[config.mk]
export PLATFORM = sky130hd
export DESIGN_NAME = fetch_pc_unit
export DESIGN_NICKNAME = d
export VERILOG_FILES = /design/src/rtl/fetch_pc_unit_pkg.sv /design/src/rtl/fetch_pc_unit_imm_decoder.sv /design/src/rtl/fetch_pc_unit.sv
export SDC_FILE = /design/constraint.sdc
export NUM_CORES = 1
export LEC_CHECK = 0
export BUFFER_PORTS_ARGS = -buffer_cell sky130_fd_sc_hd__buf_4
export CELL_PAD_IN_SITES_DETAIL_PLACEMENT = 1
export CELL_PAD_IN_SITES_GLOBAL_PLACEMENT = 1
export CORE_AREA = 2 2 186 188
export CTS_BUF_LIST = sky130_fd_sc_hd__clkbuf_8 sky130_fd_sc_hd__clkbuf_16
export DETAILED_ROUTE_END_ITERATION = 12
export DIE_AREA = 0 0 188 190
export GPL_TIMING_DRIVEN = 0
export HOLD_SLACK_MARGIN = 0.03
export PLACE_DENSITY_LB_ADDON = 0.1
export SYNTH_ARGS = -nofsm -noshare
export SYNTH_HDL_FRONTEND = slang
export SYNTH_SLANG_ARGS = --single-unit
[constraint.sdc]
create_clock -name clk -period 5.8 [get_ports clk]
set_clock_uncertainty 0.2 [all_clocks]
set_input_delay 0 -clock clk [delete_from_list [all_inputs] [get_ports clk]]
set_output_delay 0 -clock clk [all_outputs]
set_load 0.01 [all_outputs]
[src/rtl/fetch_pc_unit_pkg.sv]
// Shared fetch-stage definitions: RISC-V control-flow opcodes and the fetch FIFO entry layout.
// The entry fields are fixed at FETCH_XLEN bits, so the fetch unit is intended for size == FETCH_XLEN.
package fetch_pc_unit_pkg;

   localparam int FETCH_XLEN = 32;

   localparam logic [6:0] OPC_JAL    = 7'b1101111;
   localparam logic [6:0] OPC_BRANCH = 7'b1100011;

   typedef struct packed {
      logic [FETCH_XLEN-1:0] instr;
      logic [FETCH_XLEN-1:0] pc;
      logic                  pred_taken;
      logic [FETCH_XLEN-1:0] pred_target;
   } fetch_entry_t;

endpackage

[src/rtl/fetch_pc_unit_imm_decoder.sv]
// Early immediate decoder: extracts the sign-extended J/B-type offset of an arriving instruction
// so the fetch unit can form a predicted target in the response cycle.
module early_stage_immediate_decoder
   import fetch_pc_unit_pkg::*;
#(
   parameter int size = 32
) (
   input  logic [size-1:0] i_instr,
   output logic [size-1:0] o_imm,
   output logic            o_is_jal,
   output logic            o_is_branch
);

   logic [6:0]  w_opcode;
   logic [20:0] w_j_imm;
   logic [12:0] w_b_imm;

   assign w_opcode = i_instr[6:0];
   assign w_j_imm  = {i_instr[31], i_instr[19:12], i_instr[20], i_instr[30:21], 1'b0};
   assign w_b_imm  = {i_instr[31], i_instr[7], i_instr[30:25], i_instr[11:8], 1'b0};

   assign o_is_jal    = (w_opcode == OPC_JAL);
   assign o_is_branch = (w_opcode == OPC_BRANCH);

   // NOTE: every output of a combinational block gets a default first so no path infers a latch.
   always_comb begin
      o_imm = '0;
      if (o_is_jal) begin
         o_imm = {{(size-21){w_j_imm[20]}}, w_j_imm};
      end else if (o_is_branch) begin
         o_imm = {{(size-13){w_b_imm[12]}}, w_b_imm};
      end
   end

endmodule

[src/rtl/fetch_pc_unit.sv]
// Fetch PC unit: sequential/predicted fetch addressing with one outstanding request
// and a 2-entry instruction FIFO feeding decode; redirects flush everything in flight.
module fetch_pc_unit
   import fetch_pc_unit_pkg::*;
#(
   parameter int              size     = 32,
   parameter logic [size-1:0] RESET_PC = 32'h0000_0000
) (
   input  logic            clk,
   input  logic            reset,
   output logic            imem_req_o,
   output logic [size-1:0] imem_addr_o,
   input  logic [size-1:0] imem_rdata_i,
   input  logic            redirect_i,
   input  logic [size-1:0] redirect_pc_i,
   output logic            if_valid_o,
   input  logic            id_ready_i,
   output logic [size-1:0] if_instr_o,
   output logic [size-1:0] if_pc_o,
   output logic [size-1:0] if_pred_target_o,
   output logic            if_pred_taken_o
);

   logic [size-1:0] r_pc;
   logic            r_resp_pending;
   logic [size-1:0] r_resp_pc;

   fetch_entry_t    r_fifo [2];
   logic            r_rd_ptr;
   logic            r_wr_ptr;
   logic [1:0]      r_count;

   logic [size-1:0] w_imm;
   logic            w_is_jal;
   logic            w_is_branch;
   logic            w_pop;
   logic            w_push;
   logic            w_taken;
   logic            w_push_taken;
   logic [size-1:0] w_target;
   logic [size-1:0] w_seq_pc;
   logic [2:0]      w_inflight;
   fetch_entry_t    w_entry;
   fetch_entry_t    w_head;

   early_stage_immediate_decoder #(
      .size (size)
   ) u_imm_dec (
      .i_instr     (imem_rdata_i),
      .o_imm       (w_imm),
      .o_is_jal    (w_is_jal),
      .o_is_branch (w_is_branch)
   );

   assign if_valid_o   = (r_count != 2'd0);
   assign w_pop        = if_valid_o & id_ready_i;
   assign w_push       = r_resp_pending & ~redirect_i;
   assign w_taken      = w_is_jal | (w_is_branch & imem_rdata_i[31]);
   assign w_push_taken = w_push & w_taken;
   assign w_target     = r_resp_pc + w_imm;
   assign w_seq_pc     = r_resp_pc + size'(4);

   // Entries already held, plus the one in flight, minus the one leaving this cycle.
   assign w_inflight = {1'b0, r_count} + {2'b00, r_resp_pending} - {2'b00, w_pop};
   assign imem_req_o = redirect_i | (w_inflight < 3'd2);

   always_comb begin
      imem_addr_o = r_pc;
      if (redirect_i) begin
         imem_addr_o = redirect_pc_i;
      end else if (w_push_taken) begin
         imem_addr_o = w_target;
      end
   end

   always_comb begin
      w_entry             = '0;
      w_entry.instr       = imem_rdata_i;
      w_entry.pc          = r_resp_pc;
      w_entry.pred_taken  = w_taken;
      w_entry.pred_target = w_taken ? w_target : w_seq_pc;
   end

   // NOTE: all state below is written with non-blocking assignments so every register samples pre-edge values.
   always_ff @(posedge clk or negedge reset) begin
      if (!reset) begin
         r_pc           <= RESET_PC;
         r_resp_pending <= 1'b0;
         r_resp_pc      <= '0;
      end else begin
         r_resp_pending <= imem_req_o;
         r_resp_pc      <= imem_addr_o;
         if (imem_req_o) begin
            r_pc <= imem_addr_o + size'(4);
         end else if (w_push_taken) begin
            r_pc <= w_target;
         end
      end
   end

   // NOTE: FIFO storage is reset too, so the head outputs read as zero while reset is held.
   always_ff @(posedge clk or negedge reset) begin
      if (!reset) begin
         for (int i = 0; i < 2; i++) begin
            r_fifo[i] <= '0;
         end
         r_rd_ptr <= 1'b0;
         r_wr_ptr <= 1'b0;
         r_count  <= 2'd0;
      end else if (redirect_i) begin
         r_rd_ptr <= 1'b0;
         r_wr_ptr <= 1'b0;
         r_count  <= 2'd0;
      end else begin
         if (w_push) begin
            r_fifo[r_wr_ptr] <= w_entry;
            r_wr_ptr         <= ~r_wr_ptr;
         end
         if (w_pop) begin
            r_rd_ptr <= ~r_rd_ptr;
         end
         r_count <= r_count + {1'b0, w_push} - {1'b0, w_pop};
      end
   end

   assign w_head           = r_fifo[r_rd_ptr];
   assign if_instr_o       = w_head.instr;
   assign if_pc_o          = w_head.pc;
   assign if_pred_taken_o  = w_head.pred_taken;
   assign if_pred_target_o = w_head.pred_target;

endmodule

==> flow_summary.ini <==
[clock_tree]
numCtsBuffers = 29
cts_tree = done
clk_latency_ns = 0.56
clock-sinks = 261
cts-root-buf = clkbuf_16
path_clk_slew_ns = 0.07
cts.htree.levels = 1
cts.path.max_buffers = 3

[pwr]
combPwrFrac_pct = 45.7
p_sw_share_pct = 39.2
ir_worst_vdd_v = 0.000265
p_per_area_nw_per_um2 = 494
p_leak_nw = 8.98
seq_power_share_pct = 33.2
intPower_mw = 5.79
p_switching_mw = 3.74
pwr-share-clk_pct = 21.0

[hold_path]
worstHoldEndpoint = r_fifo[85]
hp-start = imem_rdata_i[20]
hp-class = primary input to flop
whs_path_depth = 3

[setup_path]
regToRegSetupSlack_ns = 0.93
start_kind = primary input
required_ns = 6.04
worstPathMaxFanout = 10
slowest_delay_ns = 0.56
r2r_start = r_resp_pending
rr_endpoint = r_pc[30]
path_cells = dlygate4sd3_1 > buf_4 > and3_1 > nand2_1 > buf_2 > mux2i_1 > nor2_1 > ha_1 > inv_1 > fa_1 > nand2b_1 > a21o_1 > a211oi_1 > o31ai_1 > nand2_1 > xnor2_1 > a211oi_1 > nand4_1 > nor4_4 > nand4b_1 > and3b_1 > or3_1
worst_r2r_path_depth = 17
path_buf_inv = 4
cp.arrival_ns = 5.75
worstSetupEndpointType = flop
crit_slowest_cell = dlygate4sd3_1
path_class = primary input to flop
path_delay_family = simple AND/OR/NAND/NOR gates

[global_routing]
grt_max_degree = 121
antenna_found_initial = 0
grtUsageMet2_pct = 50.5
overflow = 0
grt-busiest-layer = met2
grt.met3_usage_pct = 2.97
grt_pass1_wl_mm = 83.5
grt_pass1_vias = 14444
grtUsageTotal_pct = 30.3
use_met1_pct = 42.6

[sta]
holdWs_ns = 0.0369
slew_headroom_pct = 27.8
fmaxAchievable_mhz = 182
tightestPinTransition_ns = 1.08
period_share_pct = 94.9
setup_violations = 0
tns_ns = 0
period_minus_slack_ns = 5.51
drv_slew = 0
hold_viol_final = 0

[cells_and_area]
utilization_pct = 56.8
drive_gt1_share_pct = 23.6
antennaDiodeCount = 0
final_area_um2 = 19300
area_growth_pct = 28.1
final_nets = 2074

[route]
num_vias = 13696
via_per_inst = 5.60
first_iter_violations = 774
drt_wl_total_mm = 54.5
wl_per_cell_um = 22.3
drtPass1Iterations = 5
drc = 0
ant_nets = 0

[die]
rows = 68
core-area_um2 = 33900
initial_core_util_pct = 44.3
die_area_um2 = 35700
die_h_um = 190
pin_count = 199
die_x_um = 188

[run]
drv_cap = 0

[synth]
synthCells = 1637
synth_common_cells = 371 x nand2_1, 261 x dfrtp_1, 163 x mux2_2
ys_seq_elements = 261
synth_area_leaders = dfrtp_1 43%, mux2_2 12%, nand2_1 9.3%
syn_nets = 1742
ys_warn_count = 0
synthFlopType = dfrtp_1
synth_edf_count = 0
synth-seq-area-share_pct = 43.4
synth.distinct_cells = 85
yosysMostFrequentCell = nand2_1
syn_area_um2 = 15100
async_reset_ff_share_pct = 100
synth_area_per_cell_um2 = 9.20
synth_top_area_cell = dfrtp_1
synth_top_area_share_pct = 43.4

[placed_design]
post_dp_cell_area_um2 = 17200
dp.final_hpwl_mm = 39.6
port_buffers = 197
place_congestion = 0.928

[run_status]
outcome = completed
## cell families after synthesis
kind of cell | count (synthesis) | share of synthesized area (%)
adders and majority gates | 37 | 3.18
AOI/OAI and AO/OA | 322 | 13.2
xor gates and xnor gates | 79 | 4.74
and+or+nand+nor | 634 | 18.8
DFF | 261 | 43.4
buffers and inverters | 127 | 3.57
muxes | 177 | 13.1
## sequential cells by signal, summed over array words and instances (netlist names)
register        cells
r_fifo            192
r_pc               32
r_resp_pc          32
r_count             2
r_rd_ptr            1
r_resp_pending      1
r_wr_ptr            1
## power groups by stage
stage	registers (mW)	logic [mW]	clock network (mW)
2_1_floorplan	2.97	2.53	0
5_1_grt	3.25	4.73	2.09
3_5_place_dp	3.15	4.19	0
6_report	3.16	4.36	2.00
3_3_place_gp	3.09	4.07	0
4_1_cts	3.13	4.31	2.03
## stage by stage
stage,setup WS [ns],cells,total power [mW]
floorplan,0.971,1637,5.50
global route,-0.0387,2446,10.1
global placement,-0.277,2289,7.16
CTS,0.0419,2445,9.47
detailed placement,-0.448,2291,7.35
finish,0.294,2446,9.52
## worst min-delay path, delay by kind of cell
| kind | cells | cell delay (ns) |
|---|---|---|
| buffers and inverters | 2 | 0.65 |
| multiplexers | 1 | 0.14 |
## timing repair
item | in CTS | in global routing
setup buffers | 0 | 0
setup endpoints to repair | 0 | 10
resized for setup | 0 | 11
hold buffers | 101 | 1
hold endpoints to repair | 389 | 1
## worst max path at each step
stage	from	endpoint	slack (ns)	cells after the start
floorplan	imem_rdata_i[6]	r_pc[31]	0.97	21
global route	imem_rdata_i[0]	r_pc[30]	-0.04	24
finish	imem_rdata_i[0]	r_pc[31]	0.29	22
detailed placement	imem_rdata_i[3]	r_pc[31]	-0.45	21
global placement	imem_rdata_i[3]	r_pc[31]	-0.28	21
CTS	imem_rdata_i[0]	r_pc[31]	0.04	21
## layout make-up
type | instances | area [µm²]
Fill cell | 3864 | 14700
Buffer | 99 | 435
Timing Repair Buffer | 301 | 2580
Sequential cell | 261 | 6530
Multi-Input combinational cell | 1249 | 8020
Tap cell | 455 | 569
Inverter | 28 | 105
Clock buffer | 36 | 822
Clock inverter | 17 | 219
## cell usage in the layout (no fill, tap or decap), types with 10 or more instances in the layout
master         instances
dfrtp_1              261
inv_1                 33
nand2b_1              17
nor2_1               104
xor2_1                38
dlygate4sd3_1        101
buf_4                204
o211ai_1              11
mux2_2               163
mux2i_1               14
buf_2                 14
and3_1                14
nand4_1               13
a211oi_1              12
and2_1                13
nor3_1                14
xnor2_1               39
buf_1                 10
clkbuf_16             29
ha_1                  35
a31oi_1               12
nand2_1              371
a21o_1                13
or3_1                 11
o21ai_0              116
a21oi_1               94
clkbuf_1              64
nand3_1               35
## metal layers
metal	part of all wire [%]	vias up	routed length [µm]
met5	0	-	0
met1	46	6951	25100
met4	2.2	0	1210
li1	-	6312	-
met2	47	361	25800
met3	4.3	72	2330
Power figures use the tool's default switching activity.
